`src/rtl/dab_adc_acquire.sv`:
```
// dab_adc_acquire: triggered capture of three serial ADCs, offset binary to signed output.
// Define DAB_ADC_AVG_EN to output a 4-sample moving average per channel.
module dab_adc_acquire #(
  parameter int NBITS      = 14,
  parameter int LEAD_ZEROS = 2,
  parameter int CLK_DIV    = 2,
  parameter int T_QUIET    = 4
) (
  input  logic                    clk,
  input  logic                    rst,
  input  logic                    trigger,
  input  logic [2:0]              adc_sdata,
  output logic                    adc_cs_n,
  output logic                    adc_sclk,
  output logic signed [NBITS-1:0] Vdc1,
  output logic signed [NBITS-1:0] Vdc2,
  output logic signed [NBITS-1:0] Iref,
  output logic                    valid,
  output logic                    busy,
  output logic                    overrun
);
  localparam int F  = LEAD_ZEROS + NBITS;
  localparam int PW = $clog2(2 * CLK_DIV);
  localparam int BW = $clog2(F + 1);
  localparam int QW = $clog2(T_QUIET + 1);
  typedef enum logic [1:0] {IDLE, SHIFT, DONE, QUIET} state_t;
  state_t        state_q, state_d;
  logic [PW-1:0] phase_q, phase_d;
  logic [BW-1:0] bit_q, bit_d;
  logic [QW-1:0] qcnt_q, qcnt_d;
  logic          trig_q, cs_n_q, cs_n_d, sclk_q, sclk_d, busy_q, busy_d, valid_q, ovr_q;
  logic          start, samp, upd;
  assign start    = trigger & ~trig_q;
  assign samp     = (state_q == SHIFT) && (phase_q == PW'(CLK_DIV - 1));
  assign upd      = state_q == DONE;
  assign adc_cs_n = cs_n_q;
  assign adc_sclk = sclk_q;
  assign busy     = busy_q;
  assign valid    = valid_q;
  assign overrun  = ovr_q;
  always_ff @(posedge clk or posedge rst)
    if (rst) begin
      state_q <= IDLE;
      phase_q <= '0;
      bit_q   <= '0;
      qcnt_q  <= '0;
      trig_q  <= 1'b1;
      cs_n_q  <= 1'b1;
      sclk_q  <= 1'b1;
      busy_q  <= 1'b0;
      valid_q <= 1'b0;
      ovr_q   <= 1'b0;
    end else begin
      state_q <= state_d;
      phase_q <= phase_d;
      bit_q   <= bit_d;
      qcnt_q  <= qcnt_d;
      trig_q  <= trigger;
      cs_n_q  <= cs_n_d;
      sclk_q  <= sclk_d;
      busy_q  <= busy_d;
      valid_q <= upd;
      ovr_q   <= ovr_q | (start & busy_q);
    end
  always_comb begin
    state_d = state_q;
    phase_d = phase_q;
    bit_d   = bit_q;
    qcnt_d  = qcnt_q;
    case (state_q)
      IDLE: if (start) begin
        state_d = SHIFT;
        phase_d = '0;
        bit_d   = '0;
      end
      SHIFT: begin
        phase_d = (phase_q == PW'(2 * CLK_DIV - 1)) ? '0 : phase_q + PW'(1);
        if (phase_q == PW'(2 * CLK_DIV - 1)) begin
          bit_d = bit_q + BW'(1);
          if (bit_q == BW'(F - 1)) state_d = DONE;
        end
      end
      DONE: begin
        state_d = (T_QUIET > 1) ? QUIET : IDLE;
        qcnt_d  = '0;
      end
      default: begin
        qcnt_d = qcnt_q + QW'(1);
        if (int'(qcnt_q) >= T_QUIET - 2) state_d = IDLE;
      end
    endcase
  end
  // Control outputs are registered from the next state so the ADC pins never glitch.
  always_comb begin
    cs_n_d = state_d != SHIFT;
    sclk_d = !(state_d == SHIFT && phase_d < PW'(CLK_DIV));
    busy_d = state_d != IDLE;
  end
  for (genvar c = 0; c < 3; c++) begin : g_ch
    logic [NBITS-1:0]        sr_q;
    logic signed [NBITS-1:0] raw, out_q;
    assign raw = {~sr_q[NBITS-1], sr_q[NBITS-2:0]};
`ifdef DAB_ADC_AVG_EN
    localparam int SW = NBITS + 2;
    logic signed [NBITS-1:0] hist_q [3];
    always_ff @(posedge clk or posedge rst)
      if (rst) begin
        sr_q      <= '0;
        out_q     <= '0;
        hist_q[0] <= '0;
        hist_q[1] <= '0;
        hist_q[2] <= '0;
      end else begin
        if (samp) sr_q <= {sr_q[NBITS-2:0], adc_sdata[c]};
        if (upd) begin
          hist_q[0] <= raw;
          hist_q[1] <= hist_q[0];
          hist_q[2] <= hist_q[1];
          out_q     <= NBITS'((SW'(raw) + SW'(hist_q[0]) + SW'(hist_q[1]) + SW'(hist_q[2])) >>> 2);
        end
      end
`else
    always_ff @(posedge clk or posedge rst)
      if (rst) begin
        sr_q  <= '0;
        out_q <= '0;
      end else begin
        if (samp) sr_q <= {sr_q[NBITS-2:0], adc_sdata[c]};
        if (upd) out_q <= raw;
      end
`endif
  end
  assign Vdc1 = g_ch[0].out_q;
  assign Vdc2 = g_ch[1].out_q;
  assign Iref = g_ch[2].out_q;
endmodule
```
`config.mk`:
```
export PLATFORM = sky130hd
export DESIGN_NAME = dab_adc_acquire
export DESIGN_NICKNAME = d
export VERILOG_FILES = /design/src/rtl/dab_adc_acquire.sv
export SDC_FILE = /design/constraint.sdc
export NUM_CORES = 1
export LEC_CHECK = 0
export BUFFER_PORTS_ARGS = -buffer_cell sky130_fd_sc_hd__buf_4
export CORE_UTILIZATION = 40
export CTS_BUF_LIST = sky130_fd_sc_hd__clkbuf_4 sky130_fd_sc_hd__clkbuf_8 sky130_fd_sc_hd__clkbuf_16
export DETAILED_ROUTE_END_ITERATION = 8
export GPL_ROUTABILITY_DRIVEN = 1
export HOLD_SLACK_MARGIN = 0.1
export PLACE_DENSITY = 0.6
export SLEW_MARGIN = 40
export SYNTH_ARGS = -nofsm -noshare
export SYNTH_HDL_FRONTEND = slang
export SYNTH_SLANG_ARGS = --single-unit
```
`constraint.sdc`:
```
create_clock -name clk -period 2.76 [get_ports clk]
set_input_delay 0.138 -clock clk [delete_from_list [all_inputs] [get_ports clk]]
set_output_delay 0.138 -clock clk [all_outputs]
set_load 0.03 [all_outputs]
```
==> flow_summary.yaml, run 1 <==
outcome:
  status: "complete, no violations"
final_layout:
  final_common_cell: "dfrtp_1"
  final_nets: 334
  final_cell_count_no_fill: 460
  syn_to_final_growth_pct: 18.1
  layout_common_cells: "99 x dfrtp_1, 81 x mux2_2, 55 x buf_4, 10 x clkbuf_8"
  fill_cells: 918
  insertedDiodeCount: 0
  seqCellArea_sq_mm: 0.00256
  multi_input_area_sq_mm: 0.00132
  drive_gt1_share_pct: 48.9
critical_path:
  endpoint_kind: "flip-flop"
  cp.arrival_ns: 2.24
  crit_slowest_cell: "dfrtp_1"
  worst-setup-path-type: "reg -> reg"
  crit_chain: "nand2b_2 > buf_4 > mux2_2"
  crit_family: "flip-flops"
  required_ns: 3.00
  startpoint_type: "flip-flop"
  critPathMaxFanout: 19
  critPathBufInv: 1
  slowest_delay_ns: 0.64
floorplanning:
  initial_core_util_pct: 41.1
  fp.dieW_um: 102
  core_area_sq_mm: 0.00977
  placementRows: 36
  ios: 53
  fp.dieH_um: 102
  die_area_sq_mm: 0.0105
sta:
  max_freq_mhz: 499
  period_share_pct: 72.7
  rsz0062_at_grt: "false"
  setup_slack_ns: 0.755
  fin_tns_setup_ns: 0
  final-max-slew-violation-count: 0
  fin_worst_skew_ns: 0.0135
  slew_headroom_pct: 52.3
  worst_pin_slew_ns: 0.708
  period_minus_slack_ns: 2.01
  hold_viol_final: 0
  setup_viol: 0
yosys:
  syn_avg_cell_area_sq_um: 15.3
  synth.distinct_cells: 34
  synth-seq-area-share_pct: 63.6
  syn_nets: 274
  synthArstFlopShare_pct: 100
  synth_cells: 262
  synth-edff-count: 0
  synthFlopType: "dfrtp_1"
  synth-seq-cells: 102
  ys.warnings.count: 0
  synth_area_sq_mm: 0.00402
global_routing:
  use_met2_pct: 21.1
  grt_pass1_vias: 2318
  met3_usage_pct: 2.53
  busiest_layer: "met2"
  met1_usage_pct: 18.6
  grt_start_max_net_pins: 49
  grt-ovfl-total: 0
  antenna_found_initial: 0
  grt_pass1_wl_mm: 11.0
  grt_usage_pct: 13.8
pwr:
  ir_drop_uv: 475
  leakagePower_uw: 0.00239
  power.density_mw_per_mm2: 966
clock_network:
  post_cts_buffers: 0
  postCtsHoldBufs: 5
  cts_max_level: 3
  cts.clk_slew.worst_paths_ns: 0.10
  clock-sinks: 102
  clk_path_buf_depth: 2
  cts_resized: 0
  cts_buffers: 9
  cts_tree: "built"
  root_buffer: "clkbuf_8"
  insertion_delay_ns: 0.36
placement:
  dp.cells: 439
  portBuffers: 52
  place_hpwl_mm: 4.15
  dpl_worst_slack_ns: 0.754
  finalWeightedCongestion: 0.761
worst_hold_path:
  hold_class: "in -> async"
route:
  via_per_inst: 4.89
  postRouteAntennaNets: 0
  totalWireLength_mm: 6.40
  drt-wirelength-per-cell_um: 13.9
  first_pass_iters: 4
  drc: 0
  drt_iter0_drc: 45
  via_count: 2248
job:
  drv_cap: 0
[through the flow]
stage                     instance area, sq um  hold slack, ns  power (uW)  utilization (%)
after floorplan                           4020           0.142        3430                -
after global placement                    4510           0.254        3720             46.1
after detailed placement                  4510           0.256        3760             46.1
after CTS                                 4750           0.421        4660             48.6
after global routing                      4750           0.431        4900             48.6
final                                     4750           0.432        4590             48.6
[worst paths after layout]
kind | cells after the start | startpoint | slack [ns] | to
max in group asynchronous | 4 | rst | 1.57 | Vdc1[8]
max | 3 | state_q[0] | 0.75 | Vdc2[12]
max reg2reg | 3 | state_q[0] | 0.75 | Vdc2[12]
min | 3 | rst | 0.43 | Iref[4]
min reg2reg | 1 | overrun | 0.46 | overrun
min in group clk | 2 | trigger | 0.44 | trig_q
[state kept, by name, indices dropped and copies added (netlist names), 2 cells and up]
name and count:
Iref 14, Vdc1 14, Vdc2 14, bit_q 5
g_ch.sr_q 42, phase_q 2, qcnt_q 3, state_q 2
[kinds of logic (layout without fill, tap and decap cells)]
logic type / after synthesis / after routing / share of synthesized area [%]
DFF: 102 / 102 / 63.6
muxes: 83 / 83 / 23.2
and+or+nand+nor: 29 / 29 / 4.02
AOI/OAI and AO/OA: 21 / 21 / 3.64
buffers and inverters: 21 / 86 / 3.70
adders and majority gates: 6 / 6 / 1.87
[power by group]
group          internal (uW)  switching (uW)  leakage (uW)
Sequential              1960             325       0.00131
Combinational            759             665      0.000987
Clock                    371             508     0.0000900
Total                   3090            1500       0.00239
[cells in the mapped netlist (all sizes together) (3+ instances only)]
cell type  count  area (sq um)
dfrtp         99          2480
mux2          81           912
buf           10           106
inv            9          33.8
nand2          9          41.3
ha             6          75.1
o21ai          6          30.0
nor3           5          25.0
a22o           3          26.3
dfstp          3          78.8
nand2b         3          18.8
[worst reg2reg max path: stages, from the launching register on]
cell      delay, ns
dfrtp_1        0.64
nand2b_2       0.54
buf_4          0.35
mux2_2         0.37
[per-layer routing]
| layer | vias to the layer above | wire length [um] |
|---|---|---|
| li1 | 1049 | - |
| met1 | 1148 | 3110 |
| met2 | 40 | 2990 |
| met3 | 11 | 182 |
| met4 | 0 | 121 |
| met5 | - | 0 |
[cell type report]
type,instances,share of cell area (%)
clock buffers,11,3.06
clock inverters,5,0.870
inverters,9,0.791
multi-input cells,139,27.8
flip-flops and latches,102,53.8
well taps,133,3.51
repair buffers,61,10.2
(Power assumes the default switching activity.)
==> inputs of run 2 (changes only) <==
Settings changed: ABC_AREA from default to 1, PLACE_DENSITY 0.6 to 0.58.
Clock period 2.76 ns to 2.06 ns, I/O delays scaled along.
==> run 2 against run 1 <==
Against the previous run:
- clock skew shrank 0.0035 ns
- critical endpoint is now g_ch[0].sr_q[0]
- sequential share of layout area shrank 2.1 points
- sequential power shrank 9.6%
- largest power group unchanged
- utilization shrank 0.53 points
- area after synthesis grew 4.5%
- cell count grew 31%
- synthesized cell count grew 55%
- die area grew 4.5%
- routed wire length grew 8.7%
- non-clock buffer count grew 2
- count of clock-buffer cells in the layout shrank 1
- fmax grew 20%
==> flow_summary.yaml, run 2 <==
outcome:
  status: "complete, no violations"
sta:
  fin_worst_skew_ns: 0.00997
  slew_headroom_pct: 54.0
  setup_viol: 0
  max_freq_mhz: 597
  rsz0062_at_grt: "false"
  setup_slack_ns: 0.386
  worst_pin_slew_ns: 0.689
  fin_tns_setup_ns: 0
  hold_viol_final: 0
  period_minus_slack_ns: 1.67
  final-max-slew-violation-count: 0
  period_share_pct: 81.3
yosys:
  synth_cells: 407
  synth-seq-area-share_pct: 60.8
  netlist_top_cells_count: "99 x dfrtp_1, 98 x nand2_1, 52 x inv_1, 43 x o21ai_2, 27 x o21ai_1"
  ys.warnings.count: 0
  synth-edff-count: 0
  synth-seq-cells: 102
  synth_area_sq_mm: 0.00420
  synth.distinct_cells: 25
  synth_most_common_cell: "dfrtp_1"
  synthFlopType: "dfrtp_1"
  synthArstFlopShare_pct: 100
  syn_avg_cell_area_sq_um: 10.3
  synth.area.top_cells: "dfrtp_1 59%, o21ai_2 9.0%, nand2_1 8.8%"
  yosys.area.top_type: "dfrtp_1"
  syn_nets: 419
  synth_top_area_share_pct: 58.9
critical_path:
  cp-startpoint: "state_q[1]"
  cpMostUsedCell: "inv_2"
  slowest_delay_ns: 0.44
  cp.arrival_ns: 1.96
  crit_slowest_cell: "dfrtp_1"
  crit_end: "g_ch[0].sr_q[0]"
  rrSetupSlack_ns: 0.39
  critPathMaxFanout: 47
  reg2regPathDepth: 7
  r2r-end: "g_ch[0].sr_q[0]"
  startpoint_type: "flip-flop"
  required_ns: 2.35
  r2r-start: "state_q[1]"
  worst-setup-path-type: "reg -> reg"
  crit_chain: "inv_2 > nand2_2 > inv_2 > nand2_4 > buf_12 > nor2_1 > a21oi_1"
  endpoint_kind: "flip-flop"
clock_network:
  clk_path_buf_depth: 2
  post_cts_buffers: 0
  root_buffer: "clkbuf_8"
  cts.clk_slew.worst_paths_ns: 0.09
  insertion_delay_ns: 0.36
  cts_tree: "built"
  clock-sinks: 102
  cts_resized: 0
  cts_max_level: 3
  postCtsHoldBufs: 5
  cts_buffers: 9
pwr:
  ir_drop_uv: 341
  leakagePower_uw: 0.00256
  power.density_mw_per_mm2: 687
global_routing:
  antenna_found_initial: 0
  grt_usage_pct: 14.0
  grt_start_max_net_pins: 48
  grt-ovfl-total: 0
  grt_pass1_wl_mm: 12.3
  grt_pass1_vias: 2669
route:
  drt-wirelength-per-cell_um: 11.5
  drt_iter0_drc: 126
  met2WireLength_mm: 3.11
  via_per_inst: 4.48
  first_pass_iters: 4
  wl_met1_mm: 3.46
  drc: 0
  totalWireLength_mm: 6.96
  postRouteAntennaNets: 0
  via_count: 2707
  top_layer: "met4"
  route.met3.wl_um: 251
final_layout:
  final_cell_count_no_fill: 604
  syn_to_final_growth_pct: 17.5
  drive_gt1_share_pct: 28.8
  layout_common_cells: "99 x dfrtp_1, 98 x nand2_1, 52 x buf_4, 51 x inv_1, 43 x o21ai_2"
  utilization_pct: 48.0
  largest-register: "g_ch.sr_q"
  fill_cells: 1001
  final_nets: 475
  largest_register_ffs: 42
  final_common_cell: "dfrtp_1"
  insertedDiodeCount: 0
floorplanning:
  initial_core_util_pct: 40.9
  core_area_sq_mm: 0.0103
  fp.dieW_um: 105
  fp.dieH_um: 105
  placementRows: 37
  die_area_sq_mm: 0.0109
  ios: 53
placement:
  place_hpwl_mm: 4.77
  portBuffers: 52
  dp.cells: 583
  dpl_worst_slack_ns: 0.422
  finalWeightedCongestion: 0.754
job:
  drv_cap: 0
worst_hold_path:
  hold_class: "in -> async"
-- run 2: cell types whose count changed after synthesis, sizes merged, moves of 5 or more --
cell and delta:
nand3 +8, nor3 -5, buf +5, nor2 +13, mux2 -81, inv +46, nand2 +99, o21ai +79
-- run 2: worst min-delay path by stage --
stage / slack (ns) / startpoint / end / cells after the start
floorplan: 0.11 / trigger / trig_q / 0
global placement: 0.23 / trigger / trig_q / 1
detailed placement: 0.23 / trigger / trig_q / 1
finish: 0.39 / rst / Vdc2[0] / 3
global route: 0.41 / trigger / trig_q / 2
CTS: 0.39 / trigger / trig_q / 2
-- run 2: kinds of logic (layout without fill, tap and decap cells) --
kind of cell | after synthesis | after routing | synth area share (%)
AOI/OAI and AO/OA | 92 | 92 | 14.9
muxes | 1 | 1 | 0.238
DFF | 102 | 102 | 60.8
adders and majority gates | 6 | 6 | 1.79
buffers and inverters | 73 | 134 | 9.29
and+or+nand+nor | 133 | 133 | 13.0
-- run 2: metrics by stage --
step / instance area (sq um) / total power (uW) / hold WS [ns]
after floorplan: 4210 / 2200 / 0.107
after global placement: 4700 / 2250 / 0.230
after detailed placement: 4700 / 2250 / 0.232
after CTS: 4940 / 3440 / 0.390
after global routing: 4940 / 3540 / 0.406
final: 4940 / 3390 / 0.393
-- run 2: worst max-delay path, delay by kind of cell, from the launching register on --
kind	cells	cell delay [ns]
simple gates	3	0.54
buf+inv	3	0.47
flops	1	0.44
compound gates	1	0.11
-- run 2: layer usage --
metal	GRT usage [%]	vias up
met4	6.43	0
met3	2.44	13
met5	0	-
met2	22.2	50
li1	-	1397
met1	18.8	1247
-- run 2: final cells by class --
class	instances	area, sq um	area share, %
sequential	102	2560	51.8
clock buffer	10	138	2.79
inverter	55	210	4.26
tap	136	170	3.45
timing repair buffer	63	561	11.4
multi-input combinational	232	1260	25.4
clock inverter	6	46.3	0.938
-- run 2: where the power goes --
part           internal [uW]  switching [uW]  total (uW)
clock network            479             700        1180
logic                   55.0            97.2         152
registers               2040            20.3        2060
total                   2580             818        3390
